$ cat config.mk
export PLATFORM = sky130hd
export DESIGN_NAME = kd_tree_root_ctrl
export DESIGN_NICKNAME = d
export VERILOG_FILES = /design/src/rtl/kd_tree_pkg.sv /design/src/rtl/kd_ctrl_watchdog.sv /design/src/rtl/kd_tree_root_ctrl.sv
export SDC_FILE = /design/constraint.sdc
export NUM_CORES = 1
export LEC_CHECK = 0
export ABC_AREA = 1
export CELL_PAD_IN_SITES_DETAIL_PLACEMENT = 1
export CELL_PAD_IN_SITES_GLOBAL_PLACEMENT = 2
export CORE_AREA = 2 2 128 155
export CTS_CLUSTER_DIAMETER = 50
export DETAILED_ROUTE_END_ITERATION = 10
export DIE_AREA = 0 0 130 157
export HOLD_SLACK_MARGIN = 0.15
export PLACE_DENSITY = 0.8
export SYNTH_ARGS = -nofsm -noshare
export SYNTH_HDL_FRONTEND = slang
export SYNTH_SLANG_ARGS = --single-unit
$ cat constraint.sdc
create_clock -name clk -period 2.5 [get_ports clk]
set_input_delay 0.375 -clock clk [delete_from_list [all_inputs] [get_ports clk]]
set_output_delay 0.375 -clock clk [all_outputs]
set_load 0.03 [all_outputs]
$ cat src/rtl/kd_tree_pkg.sv
// Shared definitions for the kd_tree root controller and the node array:
// command codes, bus widths, controller state encoding and error codes.
package kd_tree_pkg;

  localparam int KD_CMD_W  = 5;
  localparam int KD_DATA_W = 24;
  localparam int KD_CNT_W  = 10;

  localparam logic [4:0] CMD_NOP                     = 5'h00;
  localparam logic [4:0] CMD_CENTER_FILL             = 5'h01;
  localparam logic [4:0] CMD_CONFIGURE_SORT_AXIS     = 5'h02;
  localparam logic [4:0] CMD_CENTER_FILL_DONE        = 5'h05;
  localparam logic [4:0] CMD_CONFIGURE_SORT_AXIS_DONE = 5'h07;
  localparam logic [4:0] CMD_START_SORTING           = 5'h09;
  localparam logic [4:0] CMD_VALID_SORT              = 5'h0f;
  localparam logic [4:0] CMD_RST_DONE                = 5'h1e;
  localparam logic [4:0] CMD_RST                     = 5'h1f;

  typedef enum logic [2:0] {
    ST_IDLE = 3'd0,
    ST_RST  = 3'd1,
    ST_FILL = 3'd2,
    ST_AXIS = 3'd3,
    ST_SORT = 3'd4,
    ST_WAIT = 3'd5,
    ST_DONE = 3'd6
  } ctrl_state_e;

  localparam logic [1:0] ERR_NONE    = 2'd0;
  localparam logic [1:0] ERR_CFG     = 2'd1;
  localparam logic [1:0] ERR_COUNT   = 2'd2;
  localparam logic [1:0] ERR_TIMEOUT = 2'd3;

endpackage

$ cat src/rtl/kd_ctrl_watchdog.sv
// Stall watchdog: reloads to all-ones on load, counts down while enabled,
// and flags expiry when an enabled cycle finds the count exhausted.
module kd_ctrl_watchdog #(
  parameter int TO_W = 16
) (
  input  logic clk,
  input  logic rst,
  input  logic load,
  input  logic en,
  output logic expired
);

  logic [TO_W-1:0] cnt_q;

  always_ff @(posedge clk or posedge rst) begin
    if (rst) begin
      cnt_q <= '1;
    end else if (load) begin
      cnt_q <= '1;
    end else if (en && (cnt_q != '0)) begin
      cnt_q <= cnt_q - 1'b1;
    end
  end

  assign expired = en && (cnt_q == '0);

endmodule

$ cat src/rtl/kd_tree_root_ctrl.sv
// Root sequencer for the kd_tree: reset tree, fill centers, set axis, sort, await valid_sort.
// Optional watchdog on stalled phases is built in when KD_CTRL_TIMEOUT_EN is defined.
//
//  state | meaning
//  IDLE  | waiting for start, outputs quiet
//  RST   | driving rst until root answers rst_done
//  FILL  | forwarding host centers until center_fill_done
//  AXIS  | driving configure_sort_axis until its done
//  SORT  | single start_sorting cycle
//  WAIT  | waiting for valid_sort, captures root center
//  DONE  | one-cycle done pulse
module kd_tree_root_ctrl
  import kd_tree_pkg::*;
#(
  parameter int CMD_W  = KD_CMD_W,
  parameter int DATA_W = KD_DATA_W,
  parameter int CNT_W  = KD_CNT_W,
  parameter int TO_W   = 16
) (
  input  logic              clk,
  input  logic              rst,
  input  logic              start,
  input  logic              abort,
  input  logic [1:0]        cfg_axis,
  input  logic [CNT_W-1:0]  cfg_num_centers,
  input  logic [DATA_W-1:0] center_data,
  input  logic              center_valid,
  output logic              center_ready,
  output logic [CMD_W-1:0]  cmd_to_root,
  output logic [DATA_W-1:0] data_to_root,
  input  logic [CMD_W-1:0]  cmd_from_root,
  input  logic [DATA_W-1:0] data_from_root,
  output logic              busy,
  output logic              done,
  output logic              error,
  output logic [1:0]        err_code,
  output logic [DATA_W-1:0] root_center
);

  ctrl_state_e       state_q, state_nxt;
  logic [CNT_W-1:0]  count_q, count_nxt;
  logic [CNT_W-1:0]  num_q, num_nxt;
  logic [1:0]        axis_q, axis_nxt;
  logic [CMD_W-1:0]  cmd_nxt;
  logic [DATA_W-1:0] data_nxt, rc_nxt;
  logic              ready_nxt, done_nxt, error_nxt, fill_beat;
  logic [1:0]        code_nxt;
  logic              cfg_ok, wd_expired;

  assign cfg_ok = (cfg_axis != 2'b11) && (cfg_num_centers != '0);

`ifdef KD_CTRL_TIMEOUT_EN
  logic wd_load, wd_en;

  assign wd_load = (state_nxt != state_q) || abort;
  assign wd_en   = (state_q == ST_RST) || (state_q == ST_AXIS) || (state_q == ST_WAIT) ||
                   ((state_q == ST_FILL) && center_valid && !center_ready);

  kd_ctrl_watchdog #(.TO_W(TO_W)) u_watchdog (
    .clk     (clk),
    .rst     (rst),
    .load    (wd_load),
    .en      (wd_en),
    .expired (wd_expired)
  );
`else
  // watchdog absent: never expires, FSM waits on the root indefinitely
  assign wd_expired = 1'b0 && (TO_W > 0);
`endif

  always_comb begin
    state_nxt = state_q;
    count_nxt = count_q;
    num_nxt   = num_q;
    axis_nxt  = axis_q;
    data_nxt  = data_to_root;
    rc_nxt    = root_center;
    error_nxt = error;
    code_nxt  = err_code;
    fill_beat = 1'b0;

    if ((state_q != ST_IDLE) && abort) begin
      state_nxt = ST_RST;
      count_nxt = '0;
    end else if (wd_expired) begin
      state_nxt = ST_IDLE;
      error_nxt = 1'b1;
      code_nxt  = ERR_TIMEOUT;
    end else begin
      case (state_q)
        ST_IDLE: begin
          if (start && !abort) begin
            if (cfg_ok) begin
              state_nxt = ST_RST;
              num_nxt   = cfg_num_centers;
              axis_nxt  = cfg_axis;
              count_nxt = '0;
              error_nxt = 1'b0;
              code_nxt  = ERR_NONE;
            end else begin
              error_nxt = 1'b1;
              code_nxt  = ERR_CFG;
            end
          end
        end
        ST_RST:  if (cmd_from_root == CMD_RST_DONE) state_nxt = ST_FILL;
        ST_FILL: begin
          if (cmd_from_root == CMD_CENTER_FILL_DONE) begin
            if (count_q == num_q) begin
              state_nxt = ST_AXIS;
            end else begin
              state_nxt = ST_IDLE;
              error_nxt = 1'b1;
              code_nxt  = ERR_COUNT;
            end
          end else if (center_valid && center_ready) begin
            fill_beat = 1'b1;
            data_nxt  = center_data;
            count_nxt = count_q + 1'b1;
          end
        end
        ST_AXIS: if (cmd_from_root == CMD_CONFIGURE_SORT_AXIS_DONE) state_nxt = ST_SORT;
        ST_SORT: state_nxt = ST_WAIT;
        ST_WAIT: begin
          if (cmd_from_root == CMD_VALID_SORT) begin
            rc_nxt    = data_from_root;
            state_nxt = ST_DONE;
          end
        end
        ST_DONE: state_nxt = ST_IDLE;
        default: state_nxt = ST_IDLE;
      endcase
    end

    // outputs are registered, so they are decoded from the state being entered
    cmd_nxt = CMD_NOP;
    case (state_nxt)
      ST_RST:  cmd_nxt = CMD_RST;
      ST_FILL: if (fill_beat) cmd_nxt = CMD_CENTER_FILL;
      ST_AXIS: begin
        cmd_nxt  = CMD_CONFIGURE_SORT_AXIS;
        data_nxt = {{(DATA_W-2){1'b0}}, axis_nxt};
      end
      ST_SORT: begin
        cmd_nxt  = CMD_START_SORTING;
        data_nxt = {{(DATA_W-2){1'b0}}, axis_nxt};
      end
      default: ;
    endcase
    ready_nxt = (state_nxt == ST_FILL) && (count_nxt != num_nxt);
    done_nxt  = (state_nxt == ST_DONE);
  end

  always_ff @(posedge clk or posedge rst) begin
    if (rst) begin
      state_q      <= ST_IDLE;
      count_q      <= '0;
      num_q        <= '0;
      axis_q       <= '0;
      cmd_to_root  <= CMD_NOP;
      data_to_root <= '0;
      center_ready <= 1'b0;
      busy         <= 1'b0;
      done         <= 1'b0;
      error        <= 1'b0;
      err_code     <= ERR_NONE;
      root_center  <= '0;
    end else begin
      state_q      <= state_nxt;
      count_q      <= count_nxt;
      num_q        <= num_nxt;
      axis_q       <= axis_nxt;
      cmd_to_root  <= cmd_nxt;
      data_to_root <= data_nxt;
      center_ready <= ready_nxt;
      busy         <= (state_nxt != ST_IDLE);
      done         <= done_nxt;
      error        <= error_nxt;
      err_code     <= code_nxt;
      root_center  <= rc_nxt;
    end
  end

endmodule

==> flow_summary.ini <==
[status]
outcome = completed

[die]
ios = 129
std_cell_rows = 55
die-width_um = 130
initial_core_utilization = 0.227
coreArea_um2 = 18800
dieArea_um2 = 20400
die_h_um = 157

[synthesis]
yosysWarningCount = 0
synth.net_count = 633
netlist_instances = 562
count_of_unique_library_cells_instantiated_by_yosys = 35
netlist_area_um2 = 4270
post-synth-top-area-cell = sky130_fd_sc_hd__dfrtp_1
synth.ff_latch_count = 83
synthTopCellsByArea = sky130_fd_sc_hd__dfrtp_1 49%, sky130_fd_sc_hd__nand2_1 20%, sky130_fd_sc_hd__inv_1 5.5%
synth.yosys.seq_area_share = 0.487
postSynthAreaPerCell_um2 = 7.59
yosys.area.top_type_share = 0.487

[clock_tree]
cts-hold-fix-buffers = 0
cts_tree = yes
clk_latency_ps = 340
cts_root_cell = sky130_fd_sc_hd__clkbuf_16
clockBufferDepth = 2
cts.reportedPaths.clkPinSlew_ps = 70
total_clock_buffers_created_by_cts = 9
cts_setup_buffers = 0
cts.htree.levels = 3
clkSinkCount = 83

[detailed_routing]
routed-via-count = 4311
route.detailed.vias_per_inst = 4.32
drt_wl_total_um = 14600
wl_per_cell_um = 14.7
antenna_violating_nets_post_route = 0
dr.pass1.iters = 5
detail_route.iter0.violations = 155
post-route-drc-count = 0

[pwr]
pwr-share-clk = 0.351
power_switching_mw = 1.26
power.ir.vdd_worst_mv = 0.339
p_sw_frac = 0.318
power.sequential.fraction = 0.404
finalPower_mw = 3.96
power_density_nw_per_um2 = 606
comb_power_share = 0.246
total_leakage_power_nw = 3.23
p_int_mw = 2.70

[global_route]
first_global_vias = 4811
global_route.overflow_total = 0
grt_max_degree = 62
wire_length_of_the_first_global_routing_pass_um = 24200
antenna_violations_before_repair = 0
track_usage = 0.150

[cells_and_area]
finish.utilization = 0.348
nNetsFinal = 808
insertedDiodeCount = 0
drive_gt1_frac = 0.132
syn2layout_area_growth_pct = 53.2
final-instance-count-excl-fill = 998

[timing]
max_slew_violation_count = 0
relSlewSlack = 0.646
timing.clock.skew_ps = 8.42
period_minus_slack_ps = 2260
final.setup.tns_ps = 0
max_slew.worst_pin.slew_ps = 530
hold_viol_final = 0
max_clock_freq_mhz = 442
timing.final.setup_violations = 0
layout_worst_path_cycle_share = 0.904
rsz0062_at_grt = false

[setup_path]
reg2regPathDepth = 14
critical_path_class = reg -> reg
cp.arrival_ps = 2500
setup.worst_path.start_class = flip-flop
crit_fanout = 4
worstPathRequired_ps = 2740
startpoint_of_the_most_critical_register_to_register_path = count_q[0]
timing.critical_path.to_type = flip-flop
rr_endpoint = center_ready
setup.reg_to_reg.worst_slack_ps = 240

[placement]
place.detailed.hpwl_um = 11300
port-buffer-count = 128
place.gp.congestion = 0.921
dp.cells = 982

[job]
cap_violations = 0

[hold_path]
min_path_type = in -> async
layout by cell type, fill, tap and decap left out, types with 3 or more instances in the layout:
cell type                         count
sky130_fd_sc_hd__inv_1               61
sky130_fd_sc_hd__nand2_1            223
sky130_fd_sc_hd__xnor2_1              3
sky130_fd_sc_hd__inv_6                4
sky130_fd_sc_hd__o211ai_1             3
sky130_fd_sc_hd__nand3_1             45
sky130_fd_sc_hd__buf_12               5
sky130_fd_sc_hd__nand2_2              7
sky130_fd_sc_hd__nor2_4               3
sky130_fd_sc_hd__nor3_1               5
sky130_fd_sc_hd__a21oi_1             10
sky130_fd_sc_hd__clkdlybuf4s50_1    128
sky130_fd_sc_hd__inv_2                5
sky130_fd_sc_hd__clkbuf_16            9
sky130_fd_sc_hd__o21ai_1              4
sky130_fd_sc_hd__nor2_1              26
sky130_fd_sc_hd__nand4_1              7
sky130_fd_sc_hd__o21ai_0             38
sky130_fd_sc_hd__dfrtp_1             83
sky130_fd_sc_hd__buf_4               45
sky130_fd_sc_hd__xor2_1               3
sky130_fd_sc_hd__nor2_2               3
timing repair:
| item | 4_1_cts | 5_1_grt |
|---|---|---|
| endpoints found under the hold margin | 0 | 0 |
| endpoints found under the setup margin | 0 | 37 |
| resized for setup | 0 | 4 |
how the worst max path moves through the flow:
stage	endpoint	slack, ps	start
CTS	root_center[22]	80	cfg_num_centers[9]
global route	data_to_root[15]	8	cmd_from_root[2]
finish	center_ready	240	count_q[0]
detailed placement	data_to_root[4]	-270	cfg_num_centers[9]
global placement	data_to_root[0]	-190	cfg_num_centers[9]
floorplan	center_ready	540	state_q[2]
final cells by class:
| class | instances | area (um^2) |
|---|---|---|
| fillers | 2246 | 12300 |
| flip-flops and latches | 83 | 2080 |
| multi-input cells | 394 | 1830 |
| repair buffers | 178 | 1720 |
| well taps | 256 | 320 |
| inverters | 71 | 283 |
| clock buffers | 9 | 225 |
| clock inverters | 7 | 81.3 |
critical path, stage by stage, from the launching register on:
cell and delay, ps:
sky130_fd_sc_hd__dfrtp_1 460, sky130_fd_sc_hd__buf_4 180, sky130_fd_sc_hd__nand3_1 70, sky130_fd_sc_hd__nor2_1 180
sky130_fd_sc_hd__nand4_1 200, sky130_fd_sc_hd__nor3_1 290, sky130_fd_sc_hd__nand2_1 80, sky130_fd_sc_hd__nand2_1 90
sky130_fd_sc_hd__nand3_1 100, sky130_fd_sc_hd__nand2_1 90, sky130_fd_sc_hd__nand2_1 70, sky130_fd_sc_hd__nor2_1 160
sky130_fd_sc_hd__nand3_1 90, sky130_fd_sc_hd__nand2_1 70, sky130_fd_sc_hd__inv_1 40
power groups by stage:
stage	Sequential [mW]	Clock (mW)	Combinational, mW
2_1_floorplan	1.68	0	0.447
6_report	1.60	1.39	0.974
3_5_place_dp	1.62	0	0.970
4_1_cts	1.60	1.43	0.983
3_3_place_gp	1.62	0	0.942
5_1_grt	1.62	1.48	1.09
flip-flops by register name (all words and copies together), names as in the netlist:
name and count:
busy 1, done 1, center_ready 1, data_to_root 24
state_q 3, err_code 2, root_center 24, cmd_to_root 4
count_q 10, axis_q 2, num_q 10, error 1
cells by family after synthesis:
group / after synthesis / share of synthesized area
adder cells (fa/ha/maj): 1 / 0.00293
AO/OA/AOI/OAI: 59 / 0.0763
buffers and inverters: 85 / 0.0883
AND/OR/NAND/NOR: 328 / 0.333
flip-flops: 83 / 0.487
XOR/XNOR: 6 / 0.0123
through the flow:
step | area, um^2 | worst slack, ps | hold WS (ps)
after floorplan | 4270 | 538 | 471
final | 6530 | 239 | 433
after detailed placement | 6210 | -267 | 463
after CTS | 6520 | 78.0 | 448
after global routing | 6530 | 8.25 | 464
after global placement | 6210 | -188 | 455
synth_stat cells:
cell and n:
sky130_fd_sc_hd__inv_1 62, sky130_fd_sc_hd__clkbuf_1 6, sky130_fd_sc_hd__or2_0 1, sky130_fd_sc_hd__nor3_1 5, sky130_fd_sc_hd__buf_4 4, sky130_fd_sc_hd__nor3_4 1, sky130_fd_sc_hd__xnor2_1 3, sky130_fd_sc_hd__inv_6 1
sky130_fd_sc_hd__nand4_1 7, sky130_fd_sc_hd__ha_1 1, sky130_fd_sc_hd__clkinv_4 1, sky130_fd_sc_hd__nand2_2 6, sky130_fd_sc_hd__inv_4 1, sky130_fd_sc_hd__inv_2 5, sky130_fd_sc_hd__xor2_1 3, sky130_fd_sc_hd__o21ai_2 2
sky130_fd_sc_hd__o21ai_1 4, sky130_fd_sc_hd__o21ai_0 38, sky130_fd_sc_hd__nand3_2 2, sky130_fd_sc_hd__nor2_8 1, sky130_fd_sc_hd__a22o_1 1, sky130_fd_sc_hd__nor2_2 1, sky130_fd_sc_hd__or2_2 2, sky130_fd_sc_hd__buf_6 4
sky130_fd_sc_hd__nand3_1 45, sky130_fd_sc_hd__nor2_4 3, sky130_fd_sc_hd__a21oi_4 1, sky130_fd_sc_hd__a21oi_1 10, sky130_fd_sc_hd__o211ai_1 3, sky130_fd_sc_hd__nor2_1 28, sky130_fd_sc_hd__nand2_1 224, sky130_fd_sc_hd__nand3b_1 1
sky130_fd_sc_hd__clkinv_1 1, sky130_fd_sc_hd__dfrtp_1 83, sky130_fd_sc_hd__nand4_4 1
routing by layer:
layer / global-route usage / up-vias / share of wire
li1: - / 2098 / -
met1: 0.172 / 2074 / 0.40
met2: 0.262 / 116 / 0.50
met3: 0.0506 / 23 / 0.081
met4: 0.0440 / 0 / 0.020
met5: 0 / - / 0
Note: power is estimated with default switching activity, not from simulation.
==> variant 1, RTL diff (same settings) <==
Re-encode `ctrl_state_e` (7 states) as one-hot, 7 bits wide.
--- a/src/rtl/kd_tree_pkg.sv
+++ b/src/rtl/kd_tree_pkg.sv
@@ -18,10 +18,10 @@
 
-  typedef enum logic [2:0] {
-    ST_IDLE = 3'd0,
-    ST_RST  = 3'd1,
-    ST_FILL = 3'd2,
-    ST_AXIS = 3'd3,
-    ST_SORT = 3'd4,
-    ST_WAIT = 3'd5,
-    ST_DONE = 3'd6
+  typedef enum logic [6:0] {
+    ST_IDLE = 7'b0000001,
+    ST_RST  = 7'b0000010,
+    ST_FILL = 7'b0000100,
+    ST_AXIS = 7'b0001000,
+    ST_SORT = 7'b0010000,
+    ST_WAIT = 7'b0100000,
+    ST_DONE = 7'b1000000
   } ctrl_state_e;
Behaviour: same outputs for any inputs over 4 cycles, from zero or initial values and one cycle with rst high; so few cycles prove little.
==> variant 1 against the unedited design <==
Cell area is 0.40% higher. Total power is 3.8% higher. Clock skew is 1.7 ps lower. Routed wire length is 0.14% lower. Synthesized area is 2.4% higher. Via count is 0.39% higher. Setup slack worse by 13 ps. Global-route usage is 0.23 points higher. Sequential cell count is 4 higher. Critical path type unchanged. Critical endpoint unchanged. Highest routed layer unchanged.
==> variant 1: results (changes against the unedited design) <==
half-perimeter wire length after placement: 11600 um (+2.6%)
global routing met3 resource utilization: 3.91% (-1.2 points)
global-route wire length before repair: 24300 um (+0.34%)
Synth Instances: 584 (+3.9%)
fraction of layout cells with a size suffix above 1: 11.2% (-2.0 points)
post-route cell area: 0.00656 mm^2 (+0.40%)
Sw Ratio: 33.7% (+1.9 points)
highest ir drop seen on vdd: 0.271 mV (-20%)
Slowest Stage Delay on Critical Path: 440 ps (-20 ps)
routed length per instance: 14.4 um (-1.7%)
via count normalized by instance count: 4.27 (-1.2%)
met1 Usage GRT: 17.4% (+0.13 points)
cell area after placement: 0.00626 mm^2 (+0.83%)
DRT Pass-1 Iters: 4 (-1)
run status: finished, final reports clean
combined global-route utilization of all metal layers: 15.2% (+0.23 points)
reg2reg start: state_q[2]$_DFF_PP0_
compound-gate portion of the synthesized area: 5.01% (-2.6 points)
Final Net Count: 824 (+2.0%)
flops & latches, synth: 87 (+4.8%)
share of synthesized area occupied by flip-flops and latches: 49.9% (+1.2 points)
Unique masters post-synth: 34 (-2.9%)
worst slack at placement: -126 ps (+142 ps)
portion of total power attributed to the clock network: 32.5% (-2.6 points)
cells taking the most area after synthesis: sky130_fd_sc_hd__dfrtp_1 (49%), sky130_fd_sc_hd__nand2_1 (22%), sky130_fd_sc_hd__inv_1 (5.9%)
Synthesized Nets: 655 (+3.5%)
Post-Route Skew: 6.71 ps (-1.71 ps)
DR iter-0 viols: 145 (-6.5%)
via count of the first global-routing pass: 4834 (+0.48%)
total area of multi-input combinational cells: 0.00182 mm^2 (-0.41%)
detailed-routed wire length on met3: 772 um (-35%)
area share of buffers outside the clock network: 25.4% (-0.87 points)
xor/xnor share of the synthesized area: 0.802% (-0.43 points)
met1 wire length: 5880 um (+0.14%)
clock network power: 1.33 mW (-4%)
adder-cell share of the synthesized area: 0.286% (-0.0069 points)
layout filler cell count: 2259 (+0.58%)
Repair and plain buffers: 173 (-2.8%)
peak fanout along the critical path: 12 (+8)
CP Data Arrival Time: 2520 ps (+20 ps)
static leakage power: 3.22 nW (-0.58%)
GRT met2 Usage: 26.8% (+0.60 points)
worst slack on hold paths: 459 ps (+26.0 ps)
## variant 1: cell count changes after synthesis, moves of 3 or more
cell | before | now
sky130_fd_sc_hd__a21oi_1 | 10 | 15
sky130_fd_sc_hd__buf_2 | 0 | 4
sky130_fd_sc_hd__dfrtp_1 | 83 | 86
sky130_fd_sc_hd__inv_1 | 62 | 69
sky130_fd_sc_hd__nand2_1 | 224 | 258
sky130_fd_sc_hd__nand3_1 | 45 | 34
sky130_fd_sc_hd__nand4_1 | 7 | 11
sky130_fd_sc_hd__nor2_1 | 28 | 37
sky130_fd_sc_hd__nor4_1 | 0 | 4
sky130_fd_sc_hd__o21ai_0 | 38 | 8
## variant 1: worst max-delay path by stage
stage | slack [ps] | to
4_1_cts | 180 | center_ready$_DFF_PP0_
5_1_grt | 20 | center_ready$_DFF_PP0_
6_report | 230 | center_ready$_DFF_PP0_
3_3_place_gp | -100 | center_ready$_DFF_PP0_
2_1_floorplan | 660 | center_ready$_DFF_PP0_
3_5_place_dp | -130 | center_ready$_DFF_PP0_
==> variant 2, RTL diff (same flow settings) <==
Without the edit above. Build with the macro `KD_CTRL_TIMEOUT_EN` defined.
--- a/src/rtl/kd_tree_root_ctrl.sv
+++ b/src/rtl/kd_tree_root_ctrl.sv
@@ -11,2 +11,4 @@
 //  DONE  | one-cycle done pulse
+`define KD_CTRL_TIMEOUT_EN
+
 module kd_tree_root_ctrl
Check against the original RTL: same outputs for any inputs over 4 cycles, from zero or initial values and one cycle with rst high; that may be too few to reach the edited logic, so the function may still have changed.
==> variant 2 against the unedited design <==
Routed wire length increased by 20%. Cell area up 20%. Clock skew increased by 3.8 ps. Setup slack lost 52 ps. Total power rose by 6.4%. Clock power shrank 3%. Synthesized area grew 26%. Sequential cell count up 16.
==> variant 2: results (changes against the unedited design) <==
run status: finished, final reports clean
via count of the first global-routing pass: 5856 (+22%)
pin count of the biggest net entering global routing: 31 (-50%)
worst slack at placement: -305 ps (-37.5 ps)
share of synthesized area occupied by flip-flops and latches: 46.4% (-2.3 points)
cell area after placement: 0.00749 mm^2 (+21%)
H-Tree Depth: 3 (unchanged)
Post-Route Skew: 12.3 ps (+3.85 ps)
cell with the largest stage delay on the worst path: sky130_fd_sc_hd__clkdlybuf4s50_1
RePlAce Congestion: 0.879 (-4.5%)
routed length per instance: 15.5 um (+5.7%)
max-slew headroom at the worst pin: 52.3% (-12 points)
detailed-route via count: 5265 (+22%)
global-route wire length before repair: 29300 um (+21%)
GRT met2 Usage: 31.8% (+5.6 points)
fraction of layout cells with a size suffix above 1: 19.8% (+6.6 points)
CP Data Arrival Time: 2550 ps (+50 ps)
combined global-route utilization of all metal layers: 18.1% (+3.1 points)
DR iter-0 viols: 144 (-7.1%)
half-perimeter wire length after placement: 13800 um (+23%)
Max Root-Sink Buffers: 2 (unchanged)
Final Net Count: 944 (+17%)
static leakage power: 3.66 nW (+13%)
global routing met3 resource utilization: 5.44% (+0.37 points)
met1 Usage GRT: 21.5% (+4.3 points)
registers with the most flip-flops: data_to_root x24, root_center x24, u_watchdog.cnt_q x16
cells taking the most area after synthesis: sky130_fd_sc_hd__dfrtp_1 (39%), sky130_fd_sc_hd__nand2_1 (12%), sky130_fd_sc_hd__dfstp_2 (7.8%)
[variant 2: cell type report]
| type | count | area, um^2 | area share [%] |
|---|---|---|---|
| multi-input combinational | 464 | 2480 | 31.6 |
| timing repair buffer | 202 | 1920 | 24.4 |
| tap | 256 | 320 | 4.08 |
| sequential | 99 | 2500 | 31.8 |
| clock inverter | 5 | 36.3 | 0.462 |
| clock buffer | 11 | 243 | 3.09 |
| inverter | 96 | 367 | 4.66 |
[variant 2: stage by stage]
step / utilization (%) / instances / hold WS (ps)
2_1_floorplan: - / 677 / 472
3_3_place_gp: 39.9 / 1114 / 474
3_5_place_dp: 39.9 / 1114 / 468
4_1_cts: 41.5 / 1132 / 487
5_1_grt: 41.8 / 1133 / 524
6_report: 41.8 / 1133 / 479
[variant 2: kinds of logic after synthesis]
family / count (synthesis) / synth area share [%]
adder cells (fa/ha/maj): 2 / 0.465
flip-flops: 99 / 46.4
multiplexers: 24 / 5.02
AND/OR/NAND/NOR: 359 / 31.0
buffers and inverters: 114 / 8.44
XOR/XNOR: 17 / 2.77
AO/OA/AOI/OAI: 62 / 5.93
[variant 2: what timing repair did]
| item | in CTS | in global routing |
|---|---|---|
| buffers inserted | 2 | 1 |
| pin swaps | 1 | 2 |
| endpoints found under the setup margin | 13 | 38 |
| gates resized for setup | 1 | 13 |
[variant 2: routing by layer]
metal / wire (um) / share of wire (%)
met5: 0 / 0
met4: 251 / 1.4
met3: 1050 / 6.0
met2: 8770 / 50
met1: 7500 / 43
[variant 2: worst paths after layout]
path | startpoint | endpoint | slack (ps) | depth (start not counted)
max in group asynchronous | rst | u_watchdog.cnt_q[6]$_DFFE_PP1P_ | 1340 | 3
min in group clk | err_code[0]$_DFFE_PP0P_ | err_code[0]$_DFFE_PP0P_ | 480 | 2
setup reg to reg | state_q[0]$_DFF_PP0_ | center_ready$_DFF_PP0_ | 190 | 14
setup / recovery | cfg_num_centers[2] | center_ready$_DFF_PP0_ | 190 | 15
hold / removal | rst | data_to_root[22]$_DFFE_PP0P_ | 480 | 2
hold reg to reg | err_code[0]$_DFFE_PP0P_ | err_code[0]$_DFFE_PP0P_ | 480 | 2
[variant 2: worst max-delay path, delay by kind of cell]
family | cells | cell delay [ps]
AND/OR/NAND/NOR | 14 | 1720
buffers and inverters | 1 | 460
[variant 2: power breakdown]
| group | switching [mW] | total [mW] | internal, mW |
|---|---|---|---|
| combinational | 0.571 | 1.02 | 0.447 |
| sequential | 0.0955 | 1.84 | 1.75 |
| clock | 0.642 | 1.35 | 0.712 |
